**src/rtl/wb_arbiter_pkg.sv**
```systemverilog
// wb_arbiter_pkg: shared widths, WB source-select codes, occupancy states and pending-entry type
package wb_arbiter_pkg;
    localparam int PEND_DEPTH = 2;
    localparam int RA_W = 5;
    localparam int DATA_W = 32;
    typedef enum logic [1:0] {
        WB_SEL_ALU = 2'd0,
        WB_SEL_DM  = 2'd1,
        WB_SEL_PC8 = 2'd2
    } wb_sel_e;
    localparam logic [1:0] OCC_EMPTY = 2'd0;
    localparam logic [1:0] OCC_ONE   = 2'd1;
    localparam logic [1:0] OCC_FULL  = 2'd2;
    typedef struct packed {
        logic [RA_W-1:0]   addr;
        logic [DATA_W-1:0] data;
    } pend_entry_t;
endpackage

```
**src/rtl/wb_pend_fifo.sv**
```systemverilog
// wb_pend_fifo: 2-entry in-order MDU pending FIFO with address kill and EMPTY/ONE/FULL occupancy
module wb_pend_fifo
    import wb_arbiter_pkg::*;
(
    input  logic              clk,
    input  logic              reset,
    input  logic              push_i,
    input  pend_entry_t       push_ent_i,
    input  logic              pop_i,
    input  logic              kill_en_i,
    input  logic [RA_W-1:0]   kill_addr_i,
    input  logic [RA_W-1:0]   chk_addr_i,
    output pend_entry_t       head_o,
    output logic              head_live_o,
    output logic              head_kill_o,
    output logic [1:0]        cnt_o,
    output logic              chk_hit_o
);
    logic [1:0] state_q, state_d;
    logic [1:0] n;
    pend_entry_t ent_q [PEND_DEPTH];
    pend_entry_t ent_d [PEND_DEPTH];
    logic live0, live1, kill0, kill1, keep0, keep1;
    assign live0 = state_q != OCC_EMPTY;
    assign live1 = state_q == OCC_FULL;
    assign kill0 = live0 && kill_en_i && ent_q[0].addr == kill_addr_i;
    assign kill1 = live1 && kill_en_i && ent_q[1].addr == kill_addr_i;
    assign keep0 = live0 && !kill0 && !pop_i;
    assign keep1 = live1 && !kill1;
    // survivors compact toward the head, then the push lands behind them
    always_comb begin
        ent_d[0] = keep0 ? ent_q[0] : keep1 ? ent_q[1] : push_ent_i;
        ent_d[1] = (keep0 && keep1) ? ent_q[1] : push_ent_i;
        n = {1'b0, keep0} + {1'b0, keep1} + {1'b0, push_i};
        state_d = n == 2'd0 ? OCC_EMPTY : n == 2'd1 ? OCC_ONE : OCC_FULL;
    end
    always_ff @(posedge clk) begin
        state_q <= !reset ? OCC_EMPTY : state_d;
        ent_q <= ent_d;
    end
    assign head_o = ent_q[0];
    assign head_live_o = live0;
    assign head_kill_o = kill0;
    assign cnt_o = state_q;
    assign chk_hit_o = (live0 && ent_q[0].addr != '0 && ent_q[0].addr == chk_addr_i)
                    || (live1 && ent_q[1].addr != '0 && ent_q[1].addr == chk_addr_i);
endmodule

```
**src/rtl/wb_arbiter.sv**
```systemverilog
// wb_arbiter: shares the GRF write port between the WB stage and the MDU pending FIFO
module wb_arbiter
    import wb_arbiter_pkg::*;
#(
    parameter int unsigned STARVE_LIM = 3
)
(
    input  logic              clk,
    input  logic              reset,
    input  logic              pipe_we,
    input  logic [RA_W-1:0]   pipe_addr,
    input  logic [DATA_W-1:0] pipe_data,
    input  logic              mdu_valid,
    input  logic [RA_W-1:0]   mdu_addr,
    input  logic [DATA_W-1:0] mdu_data,
    output logic              mdu_ready,
    input  logic [RA_W-1:0]   chk_addr,
    output logic              chk_hit,
    output logic              grf_we,
    output logic [RA_W-1:0]   grf_addr,
    output logic [DATA_W-1:0] grf_data,
    output logic [1:0]        pend_cnt,
    output logic              stall_req
);
    localparam int AGE_W = $clog2(STARVE_LIM + 2);
    localparam logic [AGE_W-1:0] AGE_LIM = AGE_W'(STARVE_LIM);
    logic grant, pop, push, head_live, head_kill;
    pend_entry_t head;
    logic grf_we_q, grf_we_d, stall_q, stall_d;
    logic [RA_W-1:0] grf_addr_q, grf_addr_d;
    logic [DATA_W-1:0] grf_data_q, grf_data_d;
    logic [AGE_W-1:0] age_q, age_d;
    assign grant = pipe_we && pipe_addr != '0;
    assign pop = !grant && head_live;
    assign mdu_ready = pend_cnt != OCC_FULL;
    assign push = mdu_valid && mdu_ready && mdu_addr != '0;
    wb_pend_fifo u_fifo (
        .clk         (clk),
        .reset       (reset),
        .push_i      (push),
        .push_ent_i  ('{addr: mdu_addr, data: mdu_data}),
        .pop_i       (pop),
        .kill_en_i   (grant),
        .kill_addr_i (pipe_addr),
        .chk_addr_i  (chk_addr),
        .head_o      (head),
        .head_live_o (head_live),
        .head_kill_o (head_kill),
        .cnt_o       (pend_cnt),
        .chk_hit_o   (chk_hit)
    );
    // age restarts whenever the head entry changes or leaves
    always_comb begin
        grf_we_d = grant || pop;
        grf_addr_d = grant ? pipe_addr : pop ? head.addr : grf_addr_q;
        grf_data_d = grant ? pipe_data : pop ? head.data : grf_data_q;
        age_d = (!head_live || pop || head_kill) ? '0 : age_q == AGE_LIM ? age_q : age_q + 1'b1;
        stall_d = age_d == AGE_LIM;
    end
    always_ff @(posedge clk) begin
        if (!reset) begin
            grf_we_q <= 1'b0;
            grf_addr_q <= '0;
            grf_data_q <= '0;
            age_q <= '0;
            stall_q <= 1'b0;
        end else begin
            grf_we_q <= grf_we_d;
            grf_addr_q <= grf_addr_d;
            grf_data_q <= grf_data_d;
            age_q <= age_d;
            stall_q <= stall_d;
        end
    end
    assign grf_we = grf_we_q;
    assign grf_addr = grf_addr_q;
    assign grf_data = grf_data_q;
    assign stall_req = stall_q;
endmodule

```
**config.mk**
```make
export PLATFORM = sky130hd
export DESIGN_NAME = wb_arbiter
export DESIGN_NICKNAME = d
export VERILOG_FILES = /design/src/rtl/wb_arbiter_pkg.sv /design/src/rtl/wb_pend_fifo.sv /design/src/rtl/wb_arbiter.sv
export SDC_FILE = /design/constraint.sdc
export NUM_CORES = 1
export LEC_CHECK = 0
export CORE_UTILIZATION = 53
export CTS_CLUSTER_DIAMETER = 80
export DETAILED_ROUTE_END_ITERATION = 7
export GPL_TIMING_DRIVEN = 0
export PLACE_DENSITY = 0.85
export SYNTH_ARGS = -nofsm -noshare
export SYNTH_HDL_FRONTEND = slang
export SYNTH_SLANG_ARGS = --single-unit
```
**constraint.sdc**
```tcl
create_clock -name clk -period 5.6 [get_ports clk]
set_input_delay 1.68 -clock clk [delete_from_list [all_inputs] [get_ports clk]]
set_output_delay 1.68 -clock clk [all_outputs]
set_load 0.05 [all_outputs]
```
==> qor.csv, run 1 <==
metric,value,unit
syn_to_final_growth,40.11,%
drtIter0Drc,233,
insertion_delay,0.52,ns
final_cells,679,
pin_count,126,
seqPwrFrac,0.399,
fin_skew,0.009008,ns
antenna_found_initial,0,
drt-vias-per-instance,5.627,
crit_type,primary input to output port,
routabilityCongestion,0.8868,
crit_chain,"clkdlybuf4s50_1, nor3_1, a21oi_1, o41ai_1, clkdlybuf4s50_1",
yosysWarnings,0,
finalHoldViolations,0,
grt_usage,0.2708,
cts_setup_buffers,0,
grt_pass1_wl,20.21,mm
clkPwrFrac,0.437,
cts_buffers,17,
synth_nets,479,
routed_wl,12.84,mm
avgSynthCellArea,12.85,µm²
final_nets,622,
async_reset_ff_frac,0,
synth_cell_types,36,
tightest_slew,0.9208,ns
p_leak,2.979,nW
num_vias,3821,
first_pass_iters,5,
fmax,182.9,MHz
synthTopCellsByArea,"edfxtp_1 (44%), dfxtp_1 (17%), o211a_1 (7.3%)",
final_cell_mix,"clkdlybuf4s50_1 (124), edfxtp_1 (74), dfxtp_1 (44), nand3_1 (40)",
slowest_stage,clkdlybuf4s50_1,
worstSetupStartpointType,primary input,
clk_path_buf_depth,2,
power_switching,0.0006904,W
diodes,0,
fillers,574,
setup_viol,0,
fin_setup_tns,0,ns
ir_drop,0.2468,mV
ctsResizeCount,0,
drive_gt1_frac,0.1545,
syn_area,0.005062,mm²
avgRoutedWirePerCell,18.91,µm
ctsHtreeMaxLevel,4,
cts_tree,done,
synth_top_cell_area_share,0.4390,
slew_viol_final,0,
hpwl,8.369,mm
rsz0062_at_grt,false,
num_rows,35,
post-route-min-period,5.466,ns
cpMostUsedCell,clkdlybuf4s50_1,
period_share,0.9761,
crit_required,3.92,ns
cp_num_buf_inv,2,
grt_pass1_vias,3975,
synth-edff-count,74,
postCtsHoldBufs,0,
cts_root_buffer,clkbuf_8,
intPower,0.001926,W
synthFlopType,edfxtp_1,
postRouteAntennaNets,0,
synthCells,394,
worst_setup_path_end_kind,output port,
comb_power_share,0.164,
ys_ff_latch,118,
crit_family,buffers and inverters,
core_area,0.009240,mm²
die_w,99.73,µm
final_common_cell,clkdlybuf4s50_1,
slew_headroom,0.3840,
start_util,0.5479,
outcome,completed,
cp.arrival,3.79,ns
multi_input_area,0.001814,mm²
p_per_area,368.9,mW/mm²
p_sw_frac,0.2638,
die_y,99.73,µm
grt_overflow_total,0,
synth_top_cell_by_area,edfxtp_1,
synth-seq-area-share,0.6130,
cts.sinks,118,
critPathMaxFanout,4,
slowest_delay,0.88,ns
die-area,0.009946,mm²
seq_area,0.003103,mm²
path_clk_slew,0.06,ns
dp_cells,647,
hp-class,flip-flop to flip-flop,
drc,0,
grt_max_degree,39,
drv_cap,0,
portBuffers,124,
==> flip-flops by register name (all words and copies together), names as in the netlist <==
| register | cells |
|---|---|
| u_fifo.ent_q | 37 |
| u_fifo.head_o | 37 |
| age_q | 3 |
| grf_we | 1 |
| stall_req | 1 |
| grf_addr | 5 |
| u_fifo.cnt_o | 2 |
| grf_data | 32 |
==> cell type report <==
| cell class | instances | share of cell area |
|---|---|---|
| plain buffers | 29 | 0.01976 |
| clock inverters | 14 | 0.02787 |
| well taps | 129 | 0.02276 |
| clock buffers | 18 | 0.06033 |
| inverters | 2 | 0.001058 |
| multi-input cells | 245 | 0.2558 |
| flip-flops and latches | 118 | 0.4375 |
| repair buffers | 124 | 0.1750 |
==> power by group through the flow <==
stage,logic [W],registers [W],clock network (W)
after CTS,0.000429,0.00104,0.00115
after global placement,0.000412,0.00106,0
after global routing,0.000456,0.00105,0.00118
after floorplan,0.000158,0.00115,0
final,0.000429,0.00104,0.00114
after detailed placement,0.000423,0.00106,0
==> Yosys cell counts (2+ instances only) <==
cell type / instances
o211a_1: 37
nand2_1: 40
nor2b_1: 2
o21ai_0: 39
mux2_4: 19
clkbuf_1: 18
and3_1: 3
edfxtp_1: 74
xor2_1: 14
nor4_1: 2
dfxtp_1: 44
buf_6: 3
nor3_1: 3
xnor2_1: 6
nand3_1: 40
or4_1: 2
nor2_1: 5
mux2_2: 19
buf_2: 7
==> cells by family after synthesis <==
logic type,share of synthesized area
mux,0.09862
compound gates,0.1246
buf+inv,0.02916
flops,0.6129
xor+xnor,0.03460
fa+ha+maj,0.006426
simple gates,0.09367
==> routing by layer <==
metal  vias to the layer above  GRT usage  routed length (µm)  part of all wire
met3                        24    0.05903                 793             0.062
met2                       183     0.4653                6630              0.52
met1                      1851     0.3249                5111              0.40
li1                       1763          -                   -                 -
met4                         0     0.1256                 308             0.024
met5                         -          0                   0                 0
==> worst paths after layout <==
check	from	cells past startpoint	end	slack (ns)
worst max-delay path	chk_addr[4]	5	chk_hit	0.13
worst min-delay path	u_fifo.ent_q[22]	1	u_fifo.head_o[22]	0.55
worst max register to register	u_fifo.cnt_o[0]	6	u_fifo.cnt_o[0]	2.21
worst min register to register	u_fifo.ent_q[22]	1	u_fifo.head_o[22]	0.55
==> metrics by stage <==
step           setup slack, ns    util  hold WS, ns  cell area [µm²]  power, W
2_1_floorplan           0.3435       -       0.5172             5062  0.001307
3_3_place_gp            0.2458  0.6997       0.5280             6465  0.001467
3_5_place_dp            0.1688  0.6999       0.5332             6467  0.001482
4_1_cts                 0.1608  0.7676       0.5515             7093  0.002620
5_1_grt                 0.1182  0.7676       0.5620             7093  0.002690
6_report                0.1340  0.7676       0.5488             7093  0.002617
Note: power is estimated with default switching activity, not from simulation.
==> inputs of run 2 (changes only) <==
--- a/config.mk
+++ b/config.mk
@@ -10,6 +10,8 @@
 export DETAILED_ROUTE_END_ITERATION = 7
 export GPL_TIMING_DRIVEN = 0
 export PLACE_DENSITY = 0.85
+export REMOVE_ABC_BUFFERS = 1
+export SKIP_CTS_REPAIR_TIMING = 1
 export SYNTH_ARGS = -nofsm -noshare
 export SYNTH_HDL_FRONTEND = slang
 export SYNTH_SLANG_ARGS = --single-unit
==> run 2 against run 1 <==
Die area is the same. Global-route usage shrank 3.7 points. Clock power is essentially flat. Critical endpoint unchanged.
==> qor.csv, run 2 (same netlist as run 1, synthesis figures left out) <==
metric,value,unit,change
outcome,completed,,
final_nets,596,,-4.2%
grt_max_degree,45,,+15%
drt-vias-per-instance,5.452,,-3.1%
pre_cts_slack,0.1751,ns,+0.006352 ns
grt_pass1_wl,17.81,mm,-12%
start_util,0.5479,,unchanged
core_area,0.009240,mm²,unchanged
drtIter0Drc,121,,-48%
worst_setup_path_end_kind,output port,,
multi_input_area,0.001833,mm²,+1.0%
drc,0,,unchanged
die-area,0.009946,mm²,unchanged
syn_to_final_growth,38.66,%,
post-route-min-period,5.300,ns,-0.1664 ns
avgRoutedWirePerCell,17.05,µm,-9.9%
postRouteAntennaNets,0,,unchanged
final_common_cell,clkdlybuf4s50_1,,
antenna_found_initial,0,,unchanged
crit_chain,"clkdlybuf4s50_1, or2_2, o21ai_0, nand3_1, o41ai_1, clkdlybuf4s50_1",,
fmax,188.7,MHz,+3.1%
rsz0062_at_grt,false,,
ir_drop,0.2147,mV,-13%
cts_buffers,17,,unchanged
crit_type,primary input to output port,,
cts_tree,done,,
fillers,612,,+6.6%
fin_skew,0.01017,ns,+0.001161 ns
clk_path_buf_depth,2,,unchanged
crit_required,3.92,ns,about the same
final_area,0.007019,mm²,-1.0%
diodes,0,,unchanged
portBuffers,125,,+0.81%
cp_num_buf_inv,2,,unchanged
path_clk_slew,0.06,ns,about the same
fin_setup_tns,0,ns,unchanged
slew_viol_final,0,,unchanged
worstSetupStartpointType,primary input,,
finalHoldViolations,0,,unchanged
cts.sinks,118,,unchanged
slowest_delay,0.86,ns,-0.02 ns
slowest_stage,clkdlybuf4s50_1,,
insertion_delay,0.49,ns,-0.03 ns
pin_count,126,,unchanged
final_cell_mix,"clkdlybuf4s50_1 (124), edfxtp_1 (74), dfxtp_1 (42), nand3_1 (40)",,
hpwl,6.866,mm,-18%
tightest_slew,1.052,ns,+0.1310 ns
seq_area,0.003105,mm²,about the same
routed_wl,11.13,mm,-13%
hp-class,flip-flop to flip-flop,,
cpMostUsedCell,clkdlybuf4s50_1,,
grt_pass1_vias,3600,,-9.4%
ctsHtreeMaxLevel,4,,unchanged
drive_gt1_frac,0.1546,,about the same
setup_slack,0.3004,ns,+0.1664 ns
crit_family,buffers and inverters,,
die_w,99.73,µm,unchanged
place_area,0.006399,mm²,-1.1%
setup_viol,0,,unchanged
p_per_area,368.1,mW/mm²,-0.22%
routabilityCongestion,0.7690,,-13%
cp.arrival,3.62,ns,-0.17 ns
num_vias,3560,,-6.8%
grt_usage,0.2342,,-0.03662
slew_headroom,0.2978,,-0.08616
critPathMaxFanout,4,,unchanged
grt_overflow_total,0,,unchanged
period_share,0.9464,,-0.02972
cts_root_buffer,clkbuf_8,,
p_leak,2.936,nW,-1.5%
num_rows,35,,unchanged
first_pass_iters,4,,-1
die_y,99.73,µm,unchanged
drv_cap,0,,unchanged
run 2: path summary, 6_finish.rpt:
check	startpoint	to	slack (ns)	cells past startpoint
min	u_fifo.ent_q[18]	u_fifo.head_o[18]	0.55	1
max reg2reg	u_fifo.cnt_o[0]	u_fifo.cnt_o[0]	2.31	5
max	chk_addr[4]	chk_hit	0.30	6
min reg2reg	u_fifo.ent_q[18]	u_fifo.head_o[18]	0.55	1
run 2: area by class of cell:
class                   count  share of cell area
clock buffers              17             0.05900
well taps                 129             0.02299
clock inverters            15             0.02906
multi-input cells         245              0.2611
repair buffers            127              0.1843
flip-flops and latches    118              0.4424
inverters                   2            0.001070
run 2: through the flow:
step	total power [W]	std cells	util	hold slack [ns]
3_3_place_gp	0.001456	619	0.6856	0.5281
4_1_cts	0.002602	653	0.7594	0.5472
3_5_place_dp	0.001479	621	0.6925	0.5333
2_1_floorplan	0.001296	365	-	0.5172
6_report	0.002584	653	0.7596	0.5509
5_1_grt	0.002676	653	0.7596	0.5578
run 2: metal layers:
metal	wire (µm)	part of all wire	GRT usage
met5	0	0	0
met2	5786	0.52	0.4127
met4	45	0.0040	0.06109
met1	4703	0.42	0.2900
met3	597	0.054	0.05341
run 2: where the power goes:
group / internal [W] / switching [W]
Clock: 0.000726 / 0.000395
Sequential: 0.00101 / 0.0000480
Combinational: 0.000182 / 0.000225
Total: 0.00192 / 0.000668
==> inputs of run 3 (changes only) <==
--- a/config.mk
+++ b/config.mk
@@ -5,7 +5,7 @@
 export SDC_FILE = /design/constraint.sdc
 export NUM_CORES = 1
 export LEC_CHECK = 0
-export CORE_UTILIZATION = 53
+export CORE_UTILIZATION = 54
 export CTS_CLUSTER_DIAMETER = 80
 export DETAILED_ROUTE_END_ITERATION = 7
 export GPL_TIMING_DRIVEN = 0
@@ -14,4 +14,5 @@
 export SKIP_CTS_REPAIR_TIMING = 1
 export SYNTH_ARGS = -nofsm -noshare
 export SYNTH_HDL_FRONTEND = slang
+export SYNTH_HIERARCHICAL = 1
 export SYNTH_SLANG_ARGS = --single-unit
==> run 3 against run 2 <==
Cell area grew 0.52%. Sequential share of layout area shrank 0.26 points. Synthesized cell count grew 9.9%. Combinational power grew 150%. Fmax grew 3.9%. Flip-flop and latch count is the same. Critical path type unchanged. Largest cell class unchanged. Highest routed layer unchanged.
==> qor.csv, run 3 <==
metric,value,unit,change
outcome,completed,,
worst_setup_path_end_kind,output port,,
slowest_stage,dlymetal6s2s_1,,
first_pass_iters,4,,unchanged
syn_to_final_growth,30.38,%,
setup_viol,0,,unchanged
postRouteAntennaNets,0,,unchanged
clk_path_buf_depth,2,,unchanged
slew_viol_final,0,,unchanged
grt_overflow_total,0,,unchanged
cp.arrival,3.42,ns,-0.20 ns
cts_buffers,17,,unchanged
die-area,0.01043,mm²,+4.8%
diodes,0,,unchanged
avgRoutedWirePerCell,16.43,µm,-3.6%
p_leak,2.625,nW,-11%
path_clk_slew,0.06,ns,about the same
synth_cell_types,37,,+2.8%
synth-seq-area-share,0.5734,,-0.03954
num_vias,3566,,+0.17%
grt_max_degree,42,,-6.7%
yosysWarnings,6,,+6
synth-edff-count,74,,unchanged
drv_cap,0,,unchanged
cts_root_buffer,clkbuf_8,,
p_per_area,465.7,mW/mm²,+27%
core_area,0.009729,mm²,+5.3%
hpwl,7.166,mm,+4.4%
crit_chain,"clkdlybuf4s50_1, or2_2, o21ai_0, nand4_1, o31ai_1, dlymetal6s2s_1",,
final_cell_mix,"clkdlybuf4s50_1 (123), edfxtp_1 (74), dfxtp_1 (44), mux2_2 (39), nand2_1 (38)",,
antenna_found_initial,0,,unchanged
synth_top_cell_by_area,edfxtp_1,,
synthTopCellsByArea,"edfxtp_1 (41%), dfxtp_1 (16%), mux2_2 (8.1%)",,
synth_common_cells,"edfxtp_1 (74), dfxtp_1 (44), mux2_2 (39)",,
hp-class,flip-flop to flip-flop,,
drt-vias-per-instance,5.362,,-1.6%
cts_tree,done,,
crit_required,3.92,ns,about the same
final_nets,604,,+1.3%
drtIter0Drc,130,,+7.4%
insertion_delay,0.50,ns,about the same
syn_area,0.005411,mm²,+6.9%
power,0.003286,W,+27%
avgSynthCellArea,12.50,µm²,-2.7%
tightest_slew,1.098,ns,+0.04583 ns
die_y,102.1,µm,+2.4%
slowest_delay,0.48,ns,-0.38 ns
start_util,0.5562,,+0.008331
finalHoldViolations,0,,unchanged
synthCells,433,,+9.9%
routabilityCongestion,0.8073,,+5.0%
final_common_cell,clkdlybuf4s50_1,,
critPathMaxFanout,4,,unchanged
fin_skew,0.008102,ns,-0.002068 ns
period_share,0.9109,,-0.03545
ctsHtreeMaxLevel,4,,unchanged
grt_pass1_vias,3577,,-0.64%
rsz0062_at_grt,false,,
synth.most_common_cell,edfxtp_1,,
portBuffers,125,,unchanged
die_w,102.1,µm,+2.4%
synth_top_cell_area_share,0.4106,,-0.02832
slew_headroom,0.2672,,-0.03059
grt_pass1_wl,17.19,mm,-3.4%
worstSetupStartpointType,primary input,,
ys_ff_latch,118,,unchanged
ir_drop,0.3050,mV,+42%
cts.sinks,118,,unchanged
async_reset_ff_frac,0,,unchanged
drive_gt1_frac,0.1523,,-0.002325
synthFlopType,edfxtp_1,,
fmax,196.0,MHz,+3.9%
crit_type,primary input to output port,,
grt_usage,0.2193,,-0.01489
num_rows,36,,+2.9%
pin_count,126,,unchanged
final_core_util,0.7252,,-0.03447
drc,0,,unchanged
routed_wl,10.92,mm,-1.9%
post-route-min-period,5.101,ns,-0.1985 ns
run 3: cell type report:
cell class              count  area [µm²]
clock buffers              19       421.7
inverters                   4       15.01
flip-flops and latches    118        3103
well taps                 133       166.4
multi-input cells         250        1899
clock inverters            13       133.9
fillers                   677        2674
repair buffers            128        1316
run 3: final timing paths:
path / start / to / slack [ns] / depth (start not counted)
min reg2reg: age_q[2] / age_q[2] / 0.49 / 2
max reg2reg: u_fifo/ent_q[32] / u_fifo/ent_q[8] / 2.87 / 4
max: chk_addr[4] / chk_hit / 0.50 / 6
min: age_q[2] / age_q[2] / 0.49 / 2
run 3: kinds of logic (layout without fill, tap and decap cells):
logic type | count (synthesis) | in the layout | share of synthesized area
compound gates | 48 | 48 | 0.06428
xor+xnor | 20 | 20 | 0.03237
fa+ha+maj | 2 | 2 | 0.006011
buf+inv | 65 | 164 | 0.07746
flops | 118 | 118 | 0.5734
mux | 72 | 72 | 0.1422
simple gates | 108 | 108 | 0.1043
run 3: worst max-delay path, delay by kind of cell:
kind            cells  cell delay (ns)
compound gates      2             0.34
simple gates        2             0.45
buf+inv             2             0.95
run 3: routing by layer:
metal / global-route usage / share of wire
met1: 0.2647 / 0.43
met2: 0.3800 / 0.51
met4: 0.08022 / 0.014
met5: 0 / 0
met3: 0.05540 / 0.041
run 3: stage by stage:
stage                     instances  instance area, µm²  TNS [ns]  setup WS, ns  hold slack [ns]
after CTS                       665                7053         0        0.1193           0.4900
after global placement          630                6425    -57.32        -1.344           0.4596
final                           665                7056         0        0.4989           0.4877
after global routing            665                7056         0        0.3670           0.5221
after floorplan                 372                5007         0        0.5626           0.4529
after detailed placement        633                6497   -0.7621      -0.02265           0.4813
run 3: where the power goes:
part	leakage (nW)	internal (W)	switching, W
Clock	0.267	0.000629	0.000374
Combinational	1.23	0.000392	0.000610
Sequential	1.13	0.00119	0.0000900
